===== src/rtl/runway_pkg.sv =====
// Shared types and lamp-pattern helpers for the runway approach-light sequencer.
package runway_pkg;

  typedef enum logic [1:0] {
    CALM    = 2'b00,
    SWEEP_L = 2'b01,
    SWEEP_R = 2'b10,
    FLASH   = 2'b11
  } mode_e;

  // CALM lights the symmetric pair (k, n-1-k); they coincide at the centre for odd n.
  function automatic logic calm_lamp(input int k, input int lamp, input int n);
    return (lamp == k) || (lamp == n - 1 - k);
  endfunction

  // State of one lamp in the first frame of a mode, for an n-lamp runway.
  function automatic logic start_pattern(input mode_e m, input int lamp, input int n);
    logic on;
    on = 1'b0;
    case (m)
      CALM:    on = calm_lamp(0, lamp, n);
      SWEEP_L: on = (lamp == 0);
      SWEEP_R: on = (lamp == n - 1);
      FLASH:   on = (lamp < n);
    endcase
    return on;
  endfunction

endpackage


===== src/rtl/tick_prescaler.sv =====
// Free-running divider: one-cycle tick every TICK_DIV clocks, counting 0..TICK_DIV-1.
module tick_prescaler #(
  parameter int TICK_DIV = 25_000_000
) (
  input  logic clk,
  input  logic reset,
  output logic tick
);

  localparam int CW = $clog2(TICK_DIV + 1);
  localparam logic [CW-1:0] LAST = CW'(TICK_DIV - 1);

  logic [CW-1:0] cnt_q, cnt_d;

  // Pure decode of the count register, so it is high on every cycle when TICK_DIV=1.
  assign tick = (cnt_q == LAST);

  always_comb begin
    cnt_d = tick ? '0 : cnt_q + 1'b1;
  end

  always_ff @(posedge clk) begin
    if (reset) begin
      cnt_q <= '0;
    end else begin
      cnt_q <= cnt_d;
    end
  end

endmodule


===== src/rtl/runway_pattern_gen.sv =====
// Runway approach-light sequencer: four lamp patterns stepped once per prescaler tick,
// with hold, and mode changes taking effect on the next tick.
module runway_pattern_gen
  import runway_pkg::*;
#(
  parameter int NUM_LIGHTS = 3,
  parameter int TICK_DIV   = 25_000_000
) (
  input  logic                  clk,
  input  logic                  reset,
  input  logic [1:0]            mode,
  input  logic                  hold,
  output logic [NUM_LIGHTS-1:0] lights,
  output logic                  tick,
  output logic [1:0]            mode_active
);

  localparam int HALF = (NUM_LIGHTS + 1) / 2;
  localparam int KW   = $clog2(HALF + 1);

  logic [NUM_LIGHTS-1:0] lights_q, lights_d;
  logic [KW-1:0]         k_q, k_d;
  mode_e                 mode_active_q, mode_active_d;
  logic                  primed_q, primed_d;
  mode_e                 mode_req;
  logic                  tick_w;

  tick_prescaler #(
    .TICK_DIV(TICK_DIV)
  ) u_prescaler (
    .clk  (clk),
    .reset(reset),
    .tick (tick_w)
  );

  always_comb begin
    mode_req      = mode_e'(mode);
    lights_d      = lights_q;
    k_d           = k_q;
    mode_active_d = mode_active_q;
    primed_d      = primed_q;
    if (tick_w) begin
      // A new mode restarts its pattern even while held.
      if (!primed_q || (mode_req != mode_active_q)) begin
        for (int i = 0; i < NUM_LIGHTS; i++) begin
          lights_d[i] = start_pattern(mode_req, i, NUM_LIGHTS);
        end
        k_d           = '0;
        mode_active_d = mode_req;
        primed_d      = 1'b1;
      end else if (!hold) begin
        case (mode_active_q)
          CALM: begin
            k_d = (k_q == KW'(HALF - 1)) ? '0 : k_q + 1'b1;
            for (int i = 0; i < NUM_LIGHTS; i++) begin
              lights_d[i] = calm_lamp(int'(k_d), i, NUM_LIGHTS);
            end
          end
          SWEEP_L: lights_d = {lights_q[NUM_LIGHTS-2:0], lights_q[NUM_LIGHTS-1]};
          SWEEP_R: lights_d = {lights_q[0], lights_q[NUM_LIGHTS-1:1]};
          FLASH:   lights_d = ~lights_q;
        endcase
      end
    end
  end

  always_ff @(posedge clk) begin
    if (reset) begin
      lights_q      <= '0;
      k_q           <= '0;
      mode_active_q <= CALM;
      primed_q      <= 1'b0;
    end else begin
      lights_q      <= lights_d;
      k_q           <= k_d;
      mode_active_q <= mode_active_d;
      primed_q      <= primed_d;
    end
  end

  assign lights      = lights_q;
  assign tick        = tick_w;
  assign mode_active = mode_active_q;

endmodule


===== config.mk =====
export PLATFORM = sky130hd
export DESIGN_NAME = runway_pattern_gen
export DESIGN_NICKNAME = d
export VERILOG_FILES = /design/src/rtl/runway_pkg.sv /design/src/rtl/tick_prescaler.sv /design/src/rtl/runway_pattern_gen.sv
export SDC_FILE = /design/constraint.sdc
export NUM_CORES = 1
export LEC_CHECK = 0
export ABC_AREA = 1
export CELL_PAD_IN_SITES_DETAIL_PLACEMENT = 1
export CELL_PAD_IN_SITES_GLOBAL_PLACEMENT = 1
export CORE_MARGIN = 3
export CORE_UTILIZATION = 42
export CTS_BUF_LIST = sky130_fd_sc_hd__clkbuf_16
export CTS_CLUSTER_DIAMETER = 120
export DETAILED_ROUTE_END_ITERATION = 8
export GPL_ROUTABILITY_DRIVEN = 0
export PLACE_DENSITY = 0.79
export SETUP_SLACK_MARGIN = 0.05
export SYNTH_ARGS = -nofsm -noshare
export SYNTH_HDL_FRONTEND = slang
export SYNTH_SLANG_ARGS = --single-unit
export TNS_END_PERCENT = 50

===== constraint.sdc =====
create_clock -name clk -period 1.9 [get_ports clk]
set_clock_uncertainty 0.2 [all_clocks]
set_input_delay 0.285 -clock clk [delete_from_list [all_inputs] [get_ports clk]]
set_output_delay 0.285 -clock clk [all_outputs]
set_load 0.02 [all_outputs]

Yosys cells after proc, flatten, opt, wreduce, memory -nomap -nowiden
Index checks and enable logic that the tools add are counted.
{"block": "word_totals", "ramBits": 0, "elab_cells": 50, "register_bits": 33, "out_inout_bits": 6, "input_bits": 5, "latch_bits": 0, "mem_count": 0, "mem_bits_ro": 0}
{"block": "classes", "mul": 0, "mux": 10, "shift": 0, "addsub": 3, "bitwise_logic": 1, "order_cmp": 0, "div": 0, "reduce_logical": 17, "n_eq_ne": 14}
{"cell": "logical NOT 32 bit", "n": 1}
{"cell": "adder 25 x 1 -> 25 bit, second input constant", "n": 1}
{"cell": "equality test 25 bit, second input constant", "n": 1}
{"cell": "case mux 3 bit (4 select lines)", "n": 1}
{"cell": "OR reduction 3 bit", "n": 3}
{"cell": "equality test 2 bit, second input constant", "n": 4}
{"cell": "two-way mux 2 bit", "n": 4}
{"cell": "equality test 2 x 1 -> 1 bit, second input constant", "n": 3}
{"cell": "logical NOT 2 bit", "n": 3}
{"cell": "two-way mux 3 bit", "n": 2}
{"cell": "case mux 1 bit (2 select lines)", "n": 3}
{"cell": "equality test 2 bit, first input constant", "n": 2}
{"cell": "logical OR 1 bit", "n": 4}
{"cell": "AND reduction 2 bit", "n": 2}
{"cell": "equality test 2 x 3 -> 1 bit, first input constant", "n": 1}
{"cell": "equality test 3 bit, first input constant", "n": 1}
{"cell": "NOT 3 bit", "n": 1}
{"cell": "AND reduction 3 bit", "n": 1}
{"cell": "subtractor 2 x 2 -> 3 bit, first input constant", "n": 1}
{"cell": "adder 2 x 1 -> 2 bit, second input constant", "n": 1}
{"cell": "!= test 2 x 1 -> 1 bit, second input constant", "n": 1}
{"cell": "!= test 2 bit", "n": 1}
{"cell": "nonzero test 2 bit", "n": 1}
{"cell": "OR reduction 2 bit", "n": 1}
{"cell": "logical NOT 1 bit", "n": 1}

Longest topological paths before layout
{"block": "logic_depth", "word_depth": 8, "mapped_depth": 10, "mapped_depth_nobuf": 10}

By module
From an unflattened synthesis, not the netlist that was laid out.
{"block": "unflattened", "hier_cells": 290, "area_unflattened_um2": 1935.6}
{"mod": "tick_prescaler", "area_per_inst_um2": 1378.8, "seq_area_each_um2": 500.5, "cells_each": 207, "n_inst": 1}
{"mod": "runway_pattern_gen", "area_per_inst_um2": 556.8, "seq_area_each_um2": 160.2, "cells_each": 83, "n_inst": 1}

Least setup slack after synthesis
Ideal clock, no wire load.
{"block": "synth_path", "path_kind": "register to output", "start": "register u_prescaler.cnt_q[0]", "end": "output tick", "required_time_ns": 1.415, "path_slack_ns": 0.278, "path_buffers": 0, "arrival_ns": 1.137, "path_stages_with_launch": 8, "cell_sequence": "dfxtp_1 > ha_1 > nand2_1 > inv_1 > nand2_1 > inv_2 > nand2_1 > nor2_2"}
{"block": "synth_between", "elab_chain_cells": 1}
{"item": "from (decl)", "line_no": "tick_prescaler.sv:13", "rtl": "logic [CW-1:0] cnt_q, cnt_d;"}
{"item": "from (signal assigned)", "line_no": "tick_prescaler.sv:26", "rtl": "cnt_q <= cnt_d;"}
{"item": "equality test 25 bit", "line_no": "tick_prescaler.sv:16", "rtl": "assign tick = (cnt_q == LAST);"}
{"item": "to (decl)", "line_no": "runway_pattern_gen.sv:14", "rtl": "output logic tick,"}
No other way between the ends.

Worst setup path in the final report
{"block": "layout_path", "start": "register u_prescaler.cnt_q[1]", "end": "output tick"}
The elaborated chain is that of the path after synthesis.

==> impl_results.md <==
- Slowest stage delay, CP: 350 ps
- Share of the synthesized area in the top cell type: 0.326
- Post-synth top area cell: dfxtp_1
- Initial antenna violation count: 0
- Fin. max-slew vios: 0
- Clk root buf: clkbuf_16
- Nets: 389
- DRT iter0 DRCs: 168
- Run status: complete, no violations
- # clock sinks: 33
- CP Max Fanout: 2
- Grt ovf: 0
- Delay-heaviest family, CP: flip-flops
- Sequential-to-total area share from yosys stat: 0.326
- Final Critical Period: 1860 ps
- Via density per instance: 5.31
- Max IR drop VDD: 0.453 mV
- Clk_lat worst skew: 280 ps
- Hpwl dp: 5.14 mm
- Synth Register Bits: 33
- Cell Area, Placed: 0.00251 sq mm
- Hold buffers post-CTS: 0
- Setup slack after placement: -204 ps
- Static leakage: 0.00111 uW
- Avg Inst Size Synth: 6.25 sq um
- CTS H-Tree Depth: 2
- Slew @ Worst Pin: 313 ps
- Vert. Die Dim: 75.4 microns
- Area contributors post-synth: dfxtp_1 (33%), nand2_1 (16%), nor2_1 (11%), nand3_1 (7.4%), inv_1 (5.2%)
- Max-cap violation count: 0
- Slew headroom: 0.790
- Critical path required time: 1410 ps
- Wire length per cell: 16.2 microns
- # diodes: 0
- CORE AREA: 0.00450 sq mm
- DR pass1 iterations: 4
- Total GRT Usage: 0.264
- Syn Nets: 330
- DIE AREA: 0.00569 sq mm
- Post-Syn Area: 0.00202 sq mm
- Total CTS buffers: 5
- Startpoint Class: register
- Vias: 2316
- Worst setup EP type: output port
- Largest net degree at the start of global routing: 15
- Die width: 75.4 microns
- Fin. Hold Viols: 0
- Post-route cell area: 0.00274 sq mm
- Slowest library cell on the worst path: dfxtp_2
- Initial Utilization: 0.449
- Boundary Pins: 11
- Clock buffer depth: 2
- Residual DRC: 0
- Worst hold-check path type: reg2reg
- CTS tree: built
- # setup viols final: 0
- Setup ws final: 39.7 ps
- Max Clock Freq: 0.538 GHz
- RSZ-0062 raised after global routing: yes
- Pwr dens: 616 mW/mm^2
- Fin crit share: 0.979
- Critical path buffer and inverter count: 3
- CP arrival: 1380 ps
- Cell Chain, Critical Path: ha_4 > nand2_2 > inv_2 > nand2_2 > inv_2 > nand2_2 > nor2_4 > buf_6
- CP dominant cell by count: nand2_2
- Reg clk slew, reported paths: 60 ps
- Crit path kind: reg2out
- Global-route wire length before repair: 11.3 mm
- # rows: 24
- Layout area overhead: 35.5%
- Remaining antenna violation count: 0
- Vias in the first global route: 2323
- # port buffers: 10
- Cell variety after synth: 28
- Post-CTS Setup Bufs: 0
- DRT Wirelength: 7.08 mm
- Post-Synthesis Cells: 324
- Layout cells sized above 1: 0.276
- Synth Warn #: 0
-- path summary, 6_finish.rpt --
path / depth (start not counted) / startpoint / to / slack (ps)
setup / recovery: 8 / u_prescaler.cnt_q[1] / tick / 40
hold / removal: 2 / k_q[1] / k_q[1] / 250
setup reg to reg: 10 / u_prescaler.cnt_q[1] / lights[0] / 100
hold reg to reg: 2 / k_q[1] / k_q[1] / 250
-- flip-flops by register name (all words and copies together), names as in the netlist --
signal and count:
primed_q 1, lights 3, k_q 2, u_prescaler.cnt_q 25, mode_active 2
-- layout by cell type (no fill, tap or decap), types with 11 or more instances in the layout --
cell type,instances
nand2_1,82
nor2_1,53
buf_4,45
nand3_1,30
inv_1,28
dfxtp_1,27
a21oi_1,16
nand2_2,13
nor2_2,12
inv_2,11
-- area by class of cell --
type                       instances  area [sq um]
clock buffer                       5           125
clock inverter                     3          37.5
fill                             611          1760
inverter                          38           143
multi-input combinational        249          1240
sequential                        33           668
tap                               52          65.1
timing repair buffer              56           463
-- metal layers --
metal / global-route usage / up-vias / share of wire
li1: - / 1143 / -
met1: 0.351 / 1110 / 0.47
met2: 0.443 / 50 / 0.48
met3: 0.0475 / 13 / 0.035
met4: 0.0660 / 0 / 0.018
met5: 0 / - / 0
-- cell usage after synthesis --
library cell / instances
buf_6: 2
a31oi_1: 1
nand4_1: 8
xor2_1: 4
a21oi_1: 16
nand2_2: 9
a21oi_2: 1
nor3_1: 5
o21bai_1: 1
nor3_2: 1
nand2_1: 86
nand3_4: 1
inv_2: 10
o21ai_0: 7
dfxtp_1: 33
nor2_1: 58
inv_1: 28
nor2_4: 1
nand2_4: 1
buf_4: 2
ha_1: 1
nor3_4: 1
nand3_1: 30
xnor2_1: 1
nor2_2: 10
or2_2: 1
o21ai_1: 2
nand3b_1: 3
-- worst min-delay path: cells and delay by family, from the launching register on --
family	cells	cell delay [ps]
DFF	1	310
and+or+nand+nor	2	100
-- stage by stage --
step	hold WS [ps]	cells	TNS [ps]	util	power [uW]
finish	255	436	0	0.609	1690
global route	270	436	-51.4	0.609	1740
CTS	258	436	-67.4	0.594	1690
floorplan	154	324	0	-	744
detailed placement	244	428	-303	0.557	778
global placement	234	428	-212	0.557	776
-- kinds of logic (layout without fill, tap and decap cells) --
kind of cell             after synthesis  in the layout  share of synthesized area
AND/OR/NAND/NOR                      215            215                      0.484
AO/OA/AOI/OAI                         28             28                     0.0729
flip-flops                            33             33                      0.326
XOR/XNOR                               5              5                     0.0216
adder cells (fa/ha/maj)                1              1                    0.00618
buffers and inverters                 42            102                     0.0890
-- timing repair --
item                                    CTS  global route
endpoints found under the hold margin     0             0
resized for setup                         9            22
pin swaps                                 0             5
endpoints found under the setup margin    6            27
cloned                                    0             0
-- report_power, final --
part / switching, uW / internal, uW
clock network: 309 / 609
logic: 36.5 / 32.6
registers: 4.87 / 698
total: 351 / 1340
No activity file was read; power rests on OpenSTA's default activity.
